**src/rtl/param_counter.sv**
```systemverilog
// Modulo-MOD_VAL up/down counter with clear, clamped load and a wrap event pulse.
// Define PARAM_COUNTER_SATURATE_EN to hold at the bounds (evt on each blocked step) instead of wrapping.
module param_counter #(
    parameter int unsigned WIDTH   = 4,
    parameter int unsigned MOD_VAL = 16
) (
    input  logic             clk,
    input  logic             rst,
    input  logic             clr,
    input  logic             load,
    input  logic [WIDTH-1:0] load_val,
    input  logic             en,
    input  logic             up,
    output logic [WIDTH-1:0] out,
    output logic             evt
);

    // One extra bit so MOD_VAL-1 and count+1 are representable when MOD_VAL = 2^WIDTH.
    localparam logic [WIDTH:0] MAX_V = (WIDTH + 1)'(MOD_VAL - 1);

    logic [WIDTH-1:0] cnt_q, cnt_d;
    logic             evt_q, evt_d;
    logic [WIDTH:0]   inc;
    logic [WIDTH:0]   lv_ext;

    assign inc    = {1'b0, cnt_q} + 1'b1;
    assign lv_ext = {1'b0, load_val};

    always_comb begin
        cnt_d = cnt_q;
        evt_d = 1'b0;
        if (clr) begin
            cnt_d = '0;
        end else if (load) begin
            cnt_d = (lv_ext > MAX_V) ? MAX_V[WIDTH-1:0] : load_val;
        end else if (en) begin
            if (up) begin
                if (inc > MAX_V) begin
                    evt_d = 1'b1;
`ifdef PARAM_COUNTER_SATURATE_EN
                    cnt_d = cnt_q;
`else
                    cnt_d = '0;
`endif
                end else begin
                    cnt_d = inc[WIDTH-1:0];
                end
            end else begin
                if (cnt_q == '0) begin
                    evt_d = 1'b1;
`ifdef PARAM_COUNTER_SATURATE_EN
                    cnt_d = cnt_q;
`else
                    cnt_d = MAX_V[WIDTH-1:0];
`endif
                end else begin
                    cnt_d = cnt_q - 1'b1;
                end
            end
        end
    end

    always_ff @(posedge clk or posedge rst) begin
        if (rst) begin
            cnt_q <= '0;
            evt_q <= 1'b0;
        end else begin
            cnt_q <= cnt_d;
            evt_q <= evt_d;
        end
    end

    assign out = cnt_q;
    assign evt = evt_q;

endmodule

```
**config.mk**
```make
export PLATFORM = sky130hd
export DESIGN_NAME = param_counter
export DESIGN_NICKNAME = d
export VERILOG_FILES = /design/src/rtl/param_counter.sv
export SDC_FILE = /design/constraint.sdc
export NUM_CORES = 1
export LEC_CHECK = 0
export ABC_AREA = 1
export ABC_CLOCK_PERIOD_IN_PS = 3000
export CAP_MARGIN = 5
export CORE_MARGIN = 2
export CORE_UTILIZATION = 35
export DETAILED_ROUTE_END_ITERATION = 12
export PLACE_DENSITY = 0.64
export SETUP_SLACK_MARGIN = 0.1
export SYNTH_ARGS = -nofsm -noshare
export SYNTH_HDL_FRONTEND = slang
export SYNTH_SLANG_ARGS = --single-unit
```
**constraint.sdc**
```tcl
create_clock -name clk -period 3 [get_ports clk]
set_input_delay 0.9 -clock clk [delete_from_list [all_inputs] [get_ports clk]]
set_output_delay 0.9 -clock clk [all_outputs]
set_load 0.02 [all_outputs]
```
==> flow_summary_export.csv <==
group,metric,value,unit
floorplan,core-area,0.00130,mm^2
route,drtPass1Iterations,4,
cts,cts_tree,"yes",
global_routing,grt-busiest-layer,"met2",
setup_path,start_kind,"register",
timing,final-setup-viol-count,0,
synth,async_reset_ff_share,100,%
floorplan,num_rows,13,
setup_path,path_delay_family,"buffers and inverters",
synth,synth_area,483,um^2
timing,post-route-period-util,78.6,%
pwr,comb_power_share,34.3,%
cts,cts_buffer_depth,2,
timing,max_clock_freq,0.424,GHz
cells_and_area,seq_area,125,um^2
placement,port-buffer-count,14,
global_routing,antenna_found_initial,0,
setup_path,cpMaxStageDelayCell,"clkdlybuf4s50_1",
route,vias,533,
route,ant_nets,0,
cts,numCtsBuffers,3,
cts,h-tree-depth,1,
global_routing,grt_pass1_vias,458,
synth,syn_inst,78,
pwr,p_seq_share,33.7,%
route,drc_errors,0,
timing,finalHoldViolCount,0,
cts,clock-root-buffer,"clkbuf_4",
cells_and_area,diodes,0,
synth,ys_seq_area_share,25.9,%
setup_path,crit_type,"reg -> out",
timing,rsz0062_at_grt,"false",
cells_and_area,drive_above_1_share,7.37,%
route,drt_iter0_drc,16,
global_routing,grtUsageMet3,1.63,%
pwr,switching_share,34.9,%
timing,worst_pin_slew,402,ps
timing,slew_headroom,73.0,%
synth,synth-edff-count,0,
synth,yosysWarningCount,0,
run,drv_cap,0,
cells_and_area,fin_util,50.5,%
timing,skew,7.39,ps
synth,synth_top_flop_cell,"dfrtp_1",
cells_and_area,fin_nets,109,
cts,cts_setup_buffers,0,
pwr,internal_power,0.000163,W
pwr,powerDensity,381,mW/mm^2
global_routing,grt_pass1_wl,1.88,mm
cells_and_area,num-fill-cells,138,
setup_path,required,2100,ps
synth,synthTopCellsByArea,"dfrtp_1 (26%), nand2_1 (23%), nand3_1 (9.3%), ha_1 (7.8%), inv_1 (7.8%)",
synth,syn-num-nets,91,
setup_path,crit_buf_inv,1,
min_path,holdCritPathClass,"reg -> reg",
route,via_per_inst,4.85,
cts,cts_hold_buf,0,
setup_path,path_cells,"clkdlybuf4s50_1",
cts,cts.reportedPaths.clkPinSlew,50,ps
placement,gp_congestion,0.884,
floorplan,fp.dieW,41.1,um
setup_path,critPathMaxStageDelay,670,ps
setup_path,endpoint_kind,"output pin",
global_routing,grt_overflow,0,
synth,yosysTopAreaCell,"dfrtp_1",
cells_and_area,layout_common_cells,"nand2_1 (30), clkdlybuf4s50_1 (14), inv_1 (10)",
cells_and_area,multi_input_area,303,um^2
cts,insertion_delay,250,ps
timing,setup_tns,0,ps
global_routing,use_met1,22.1,%
pwr,vdd_drop_max,0.000125,V
cells_and_area,area_growth,36.0,%
route,wl_per_cell,10.5,um
setup_path,worstPathMaxFanout,8,
floorplan,dieArea,0.00169,mm^2
floorplan,ios,15,
route,routed_wl,1.16,mm
outcome,outcome,"complete, no violations",
floorplan,initial_core_util,37.1,%
synth,ys_ff_latch,5,
timing,drv_slew,0,
cts,cts-resized-gates,0,
placement,dp_hpwl,889,um
synth,synth_top_area_share,25.9,%
cells_and_area,final_common_cell,"nand2_1",
synth,avgSynthCellArea,6.19,um^2
cts,cts_sinks,5,
setup_path,worstPathArrival,1460,ps
floorplan,die_h,41.1,um
global_routing,grt_max_degree,9,
global_routing,grtUsageTotal,17.3,%
global_routing,use_met2,28.1,%
synth,yosys.cell_types.count,17,
pwr,leakagePower,0.342,nW
pwr,p_switching,0.0000874,W
pwr,clock_power_share,32.0,%
timing,period_needed,2360,ps
[flip-flops by register name, indices dropped and copies added (netlist names)]
signal / cells
out: 4
evt: 1
[path summary, 6_finish.rpt]
path / startpoint / to / slack [ps] / depth (start not counted)
max: out[2] / out[2] / 640 / 1
min: out[1] / out[1] / 650 / 2
max reg2reg: out[0] / out[0] / 1250 / 11
min reg2reg: out[1] / out[1] / 650 / 2
max in group asynchronous: rst / out[3] / 1980 / 2
min in group asynchronous: rst / out[1] / 850 / 2
[logic make-up (layout without fill, tap and decap cells)]
family / after synthesis / count (layout) / share of synthesized area [%]
AOI/OAI and AO/OA: 6 / 6 / 6.22
xor gates and xnor gates: 2 / 2 / 3.63
adders and majority gates: 3 / 3 / 7.77
buffers and inverters: 12 / 29 / 11.4
DFF: 5 / 5 / 25.9
and+or+nand+nor: 50 / 50 / 45.1
[cell usage after synthesis, types with 2 or more instances]
library cell  instances
a21oi_1               2
dfrtp_1               5
ha_1                  3
inv_1                10
nand2_1              30
nand3_1               9
nand4_1               2
nor2_1                5
o21ai_0               4
[power by group through the flow]
| stage | clock, W | combinational (W) | sequential, W |
|---|---|---|---|
| after global placement | 0 | 0.0000847 | 0.0000855 |
| after detailed placement | 0 | 0.0000848 | 0.0000855 |
| final | 0.0000800 | 0.0000858 | 0.0000845 |
| after floorplan | 0 | 0.0000509 | 0.0000864 |
| after CTS | 0.0000811 | 0.0000854 | 0.0000845 |
| after global routing | 0.0000861 | 0.0000966 | 0.0000854 |
[per-stage QoR]
stage / setup slack (ps) / instances / hold WS [ps] / cell area (um^2) / power [W]
5_1_grt: 591 / 110 / 671 / 657 / 0.000268
2_1_floorplan: 1390 / 78 / 665 / 483 / 0.000137
3_5_place_dp: 896 / 106 / 640 / 631 / 0.000170
3_3_place_gp: 898 / 106 / 652 / 631 / 0.000170
6_report: 643 / 110 / 650 / 657 / 0.000250
4_1_cts: 635 / 110 / 646 / 657 / 0.000251
[cell type report]
cell class,count,share of cell area [%]
clock buffer,4,4.00
inverter,11,6.67
multi-input combinational,61,46.1
sequential,5,19.0
tap,15,2.86
timing repair buffer,14,21.3
[worst reg2reg max path: cells and delay by family (launching register included)]
family	cells	cell delay, ps
AND/OR/NAND/NOR	9	640
flip-flops	1	470
buffers and inverters	1	150
adder cells (fa/ha/maj)	1	380
[routing by layer]
layer / up-vias / part of all wire, %
met5: - / 0
met4: 0 / 0.69
met3: 2 / 6.7
met2: 23 / 46
met1: 231 / 46
li1: 277 / -
(Power assumes the default switching activity.)
==> RTL change 1 (same settings) <==
The output `evt` loses its register stage (`evt_q` becomes a continuous assignment).
--- a/src/rtl/param_counter.sv
+++ b/src/rtl/param_counter.sv
@@ -64,10 +64,10 @@
         if (rst) begin
             cnt_q <= '0;
-            evt_q <= 1'b0;
         end else begin
             cnt_q <= cnt_d;
-            evt_q <= evt_d;
         end
     end
+
+    assign evt_q = evt_d;
 
     assign out = cnt_q;
Formal check against the unedited RTL: not equivalent (a bounded check fails within 4 cycles, from zero or initial values and one cycle with rst high).
==> RTL change 1 against the unedited design <==
Sequential cell count down 1; design area up 4.8%; combinational power up 14%; worst setup slack worse by 0.38 ns; routed wire length down 12%; die area down 3.7%; cell count up 5.5%; total power down 6.6%; clock power down 14%; sequential share of layout area down 4.5 points; area after synthesis down 4.1%; largest cell class unchanged.
==> RTL change 1: results (changes against the unedited design) <==
### Final layout
• **count of filler cells inserted in the layout** 130, -5.8%
• **fraction of final layout cells with drive strength greater than 1** 0.1980, +0.1243
• **final layout net count** 116, +6.4%
• **number of antenna diodes** 0, unchanged

### Synth
• **number of storage elements in the synthesis netlist** 4, -1
• **most common library cells after synthesis** 28 x sky130_fd_sc_hd__nand2_1, 9 x sky130_fd_sc_hd__nand3_1, 8 x sky130_fd_sc_hd__inv_1, 5 x sky130_fd_sc_hd__nor2_1, 4 x sky130_fd_sc_hd__dfrtp_1
• **number of nets produced by synthesis** 90, -1.1%
• **distinct cell type count of the synthesized netlist** 19, +2
• **most used flip-flop cell after synthesis** sky130_fd_sc_hd__dfrtp_1
• **portion of the post-synthesis area used by sequential elements** 0.2162, -0.04285
• **largest cells by area after synthesis** sky130_fd_sc_hd__nand2_1 23%, sky130_fd_sc_hd__dfrtp_1 22%, sky130_fd_sc_hd__nand3_1 9.7%, sky130_fd_sc_hd__ha_1 8.1%, sky130_fd_sc_hd__inv_1 6.5%

### Timing
• **setup skew after layout** 0.007995 ns, +0.0006010 ns
• **shortest clock period the worst path allows after layout** 2.741 ns, +0.3847 ns
• **Worst-Margin Slew** 0.3872 ns, -0.01453 ns
• **Final Slew Violations** 0, unchanged

### Global routing
• **via count of the first global-routing pass** 456, -0.44%
• **global-route wire length before repair** 1697 µm, -9.5%
• **total global-route track usage** 0.1615, -0.01144
• **antenna violations before repair** 0, unchanged

### Drt
• **iteration-0 DRC count of the detailed router** 21, +5
• **DR vias** 536, +0.56%
• **mean routed wirelength per cell** 8.750 µm, -17%

### Worst setup path
• **reg-to-reg slack, setup** 1.46 ns, +0.21 ns
• **first element of the critical path** up
• **end point of the critical path** evt
• **WP data arrival** 1.84 ns, +0.38 ns
• **reg-to-reg endpoint** out[0]
• **maximum fanout encountered on the critical timing path** 3, -5
• **worst flop-to-flop path startpoint** out[1]

### Place
• **gp weighted congestion** 0.7347, -17%
• **input/output buffers** 14, unchanged
• **sum of net half-perimeters after detailed placement** 849.8 µm, -4.5%
• **worst slack, placed** -0.1808 ns, -1.077 ns

### Power and ir drop
• **Max VDD drop** 0.2926 mV, +130%
• **net switching power** 81.21 µW, -7.0%
• **leakage component of the power** 0.0003641 µW, +6.6%

### CTS
• **number of buffers between clock root and the deepest sink** 2, unchanged
• **buffer type at the clock tree root** sky130_fd_sc_hd__clkbuf_4
• **number of cells upsized or downsized after cts** 2, +2

### Outcome
• **status** completed

## RTL change 1: cell types whose count changed after synthesis, sizes merged
cell	unedited run	this run
dfrtp	5	4
## RTL change 1: cell families after synthesis
family / count (synthesis) / synth area share
flip-flops: 4 / 0.2162
AND/OR/NAND/NOR: 50 / 0.4811
AO/OA/AOI/OAI: 6 / 0.06487
adder cells (fa/ha/maj): 3 / 0.08109
buffers and inverters: 12 / 0.1189
XOR/XNOR: 2 / 0.03784
## RTL change 1: layout make-up
class | instances | area share
flip-flops and latches | 4 | 0.1455
inverters | 11 | 0.06364
multi-input cells | 61 | 0.4473
repair buffers | 22 | 0.2836
well taps | 15 | 0.02727
clock buffers | 3 | 0.03273
## RTL change 1: worst min path at each step
stage / start / endpoint / slack (ns) / cells past startpoint
3_5_place_dp: out[1] / out[1] / 0.60 / 2
2_1_floorplan: rst / out[0] / 0.67 / 1
3_3_place_gp: out[1] / out[1] / 0.60 / 2
4_1_cts: out[1] / out[1] / 0.61 / 2
5_1_grt: out[1] / out[1] / 0.65 / 2
6_report: out[1] / out[1] / 0.61 / 2
## RTL change 1: power by group through the flow
stage | Sequential, µW | Clock [µW] | Combinational [µW]
2_1_floorplan | 71.9 | 0 | 52.2
3_3_place_gp | 68.2 | 0 | 98.2
3_5_place_dp | 68.0 | 0 | 98.4
4_1_cts | 67.3 | 70.5 | 98.6
5_1_grt | 68.7 | 77.5 | 109
6_report | 67.3 | 68.8 | 97.5
## RTL change 1: through the flow
step                cells  TNS [ns]  area [µm²]  hold WS, ns  total power [µW]
floorplan              77         0       462.9       0.6661             124.1
global placement      113   -0.1585       670.6       0.6050             166.4
detailed placement    113   -0.1808       670.6       0.5972             166.4
CTS                   116         0       693.2       0.6062             236.5
global route          116         0       688.2       0.6543             255.3
finish                116         0       688.2       0.6116             233.7
## RTL change 1: per-layer routing
layer,global-route usage,up-vias,wire [µm]
met1,0.1782,225,429
met4,0.07500,0,0
met5,0,-,0
met3,0.06667,0,63
li1,-,292,-
met2,0.2659,19,522
## RTL change 1: worst max-delay path, stage by stage
cell                              delay [ns]
sky130_fd_sc_hd__clkdlybuf4s50_1        0.45
sky130_fd_sc_hd__inv_1                  0.09
sky130_fd_sc_hd__nand2_1                0.07
sky130_fd_sc_hd__a21oi_1                0.14
sky130_fd_sc_hd__clkbuf_2               0.18
==> RTL change 2 (same settings) <==
Without the edit above. Build with the macro `PARAM_COUNTER_SATURATE_EN` defined.
--- a/src/rtl/param_counter.sv
+++ b/src/rtl/param_counter.sv
@@ -1,4 +1,6 @@
 // Modulo-MOD_VAL up/down counter with clear, clamped load and a wrap event pulse.
 // Define PARAM_COUNTER_SATURATE_EN to hold at the bounds (evt on each blocked step) instead of wrapping.
+`define PARAM_COUNTER_SATURATE_EN
+
 module param_counter #(
     parameter int unsigned WIDTH   = 4,
Check against the original RTL: not equivalent (a bounded check fails within 4 cycles, from zero or initial values and one cycle with rst high).
==> RTL change 2 against the unedited design <==
Sequential cell count stayed put; area after synthesis increased by 3.1%; highest routed layer is now met3; routed wire length fell by 3.5%; worst setup slack improved by 0.046 ns; synthesized cell count down 1.3%; via count is 1.9% higher; design area grew 4.0%; total power increased by 6.7%; clock power down 2.9%; largest cell class unchanged.
==> RTL change 2: results (changes against the unedited design) <==
### Drt
• **Final Routed Wirelength** 1115 µm, -3.5%
• **M1 wire length** 523 µm, -2.2%
• **iteration-0 DRC count of the detailed router** 13, -3
• **routed wl met2** 562 µm, +4.9%
• **Via density** 4.936, +1.9%
• **mean routed wirelength per cell** 10.14 µm, -3.5%
• **routed length on met3** 28 µm, -64%
• **uppermost signal routing layer after detailed routing** met3

### Final layout
• **final layout net count** 110, +0.92%
• **fraction of final layout cells with drive strength greater than 1** 0.1263, +0.05263
• **Largest register FFs** 4, unchanged
• **count of filler cells inserted in the layout** 128, -7.2%

### Synth
• **post-synthesis instance total** 77, -1.3%
• **post-synthesis xor/xnor area fraction** 0, -0.03627
• **distinct cell type count of the synthesized netlist** 17, unchanged
• **fraction of the mapped netlist area in adder cells** 0.1005, +0.02278
• **Synth Area in Compound Gates** 0.04523, -0.01695
• **Yosys warnings** 0, unchanged
• **portion of the post-synthesis area used by sequential elements** 0.2513, -0.007811
• **most common library cells after synthesis** 23 x sky130_fd_sc_hd__nand2_1, 11 x sky130_fd_sc_hd__nand3_1, 10 x sky130_fd_sc_hd__inv_1, 8 x sky130_fd_sc_hd__nor2_1
• **largest cells by area after synthesis** sky130_fd_sc_hd__dfrtp_1 25%, sky130_fd_sc_hd__nand2_1 17%, sky130_fd_sc_hd__nand3_1 11%, sky130_fd_sc_hd__ha_1 10%, sky130_fd_sc_hd__inv_1 7.5%
• **most used flip-flop cell after synthesis** sky130_fd_sc_hd__dfrtp_1

### Place
• **sum of net half-perimeters after detailed placement** 865.6 µm, -2.7%
• **gp weighted congestion** 0.8403, -4.9%
• **worst slack, placed** 0.8619 ns, -0.03411 ns
• **post-detailed-placement cell area** 656.9 µm², +4.2%

### Outcome
• **status** completed

### Power and ir drop
• **leakage component of the power** 0.0003543 µW, +3.7%
• **Max VDD drop** 0.1430 mV, +14%

### CTS
• **buffer type at the clock tree root** sky130_fd_sc_hd__clkbuf_4
• **number of cells upsized or downsized after cts** 0, unchanged
• **insertion delay of the later-clocked pin in the worst-skew pair** 0.24 ns

### Worst setup path
• **maximum fanout encountered on the critical timing path** 8, unchanged
• **WP data arrival** 1.41 ns, -0.05 ns

### Timing
• **tightest slew margin relative to the limit** 0.7948, +0.06463
• **setup skew after layout** 0.004589 ns, -0.002805 ns

### Global routing
• **met2 Resource Use GR** 0.2531, -0.02813
• **global-route wire length before repair** 1897 µm, +1.1%
• **GR Layer Usage met1** 0.1481, -0.07263
• **GR met3 Demand/Resource** 0.01304, -0.003261
• **via count of the first global-routing pass** 505, +10%
• **total global-route track usage** 0.1366, -0.03642

## RTL change 2: cell count changes after synthesis, sizes merged, moves of 2 or more
cell | unedited run | this run
nand2 | 32 | 29
nor2 | 6 | 10
o21ai | 4 | 2
nand3 | 9 | 11
## RTL change 2: where the power goes
group          internal [µW]  leakage (µW)  switching (µW)
clock                   50.3     0.0000150            27.4
combinational           46.0      0.000274            57.1
sequential              73.9     0.0000653            12.4
## RTL change 2: final cells by class
type | count | share of cell area
Timing Repair Buffer | 14 | 0.2051
Sequential cell | 5 | 0.1832
Inverter | 11 | 0.06044
Multi-Input combinational cell | 61 | 0.4853
Tap cell | 15 | 0.02747
Clock buffer | 4 | 0.03846
## RTL change 2: worst paths after layout
kind	start	endpoint	slack (ns)	cells past startpoint
setup / recovery	out[0]	out[0]	0.69	1
hold / removal	out[3]	out[3]	0.63	2
setup reg to reg	out[0]	out[2]	1.23	11
hold reg to reg	out[3]	out[3]	0.63	2
max in group asynchronous	rst	out[3]	1.97	2
min in group asynchronous	rst	evt	0.85	2
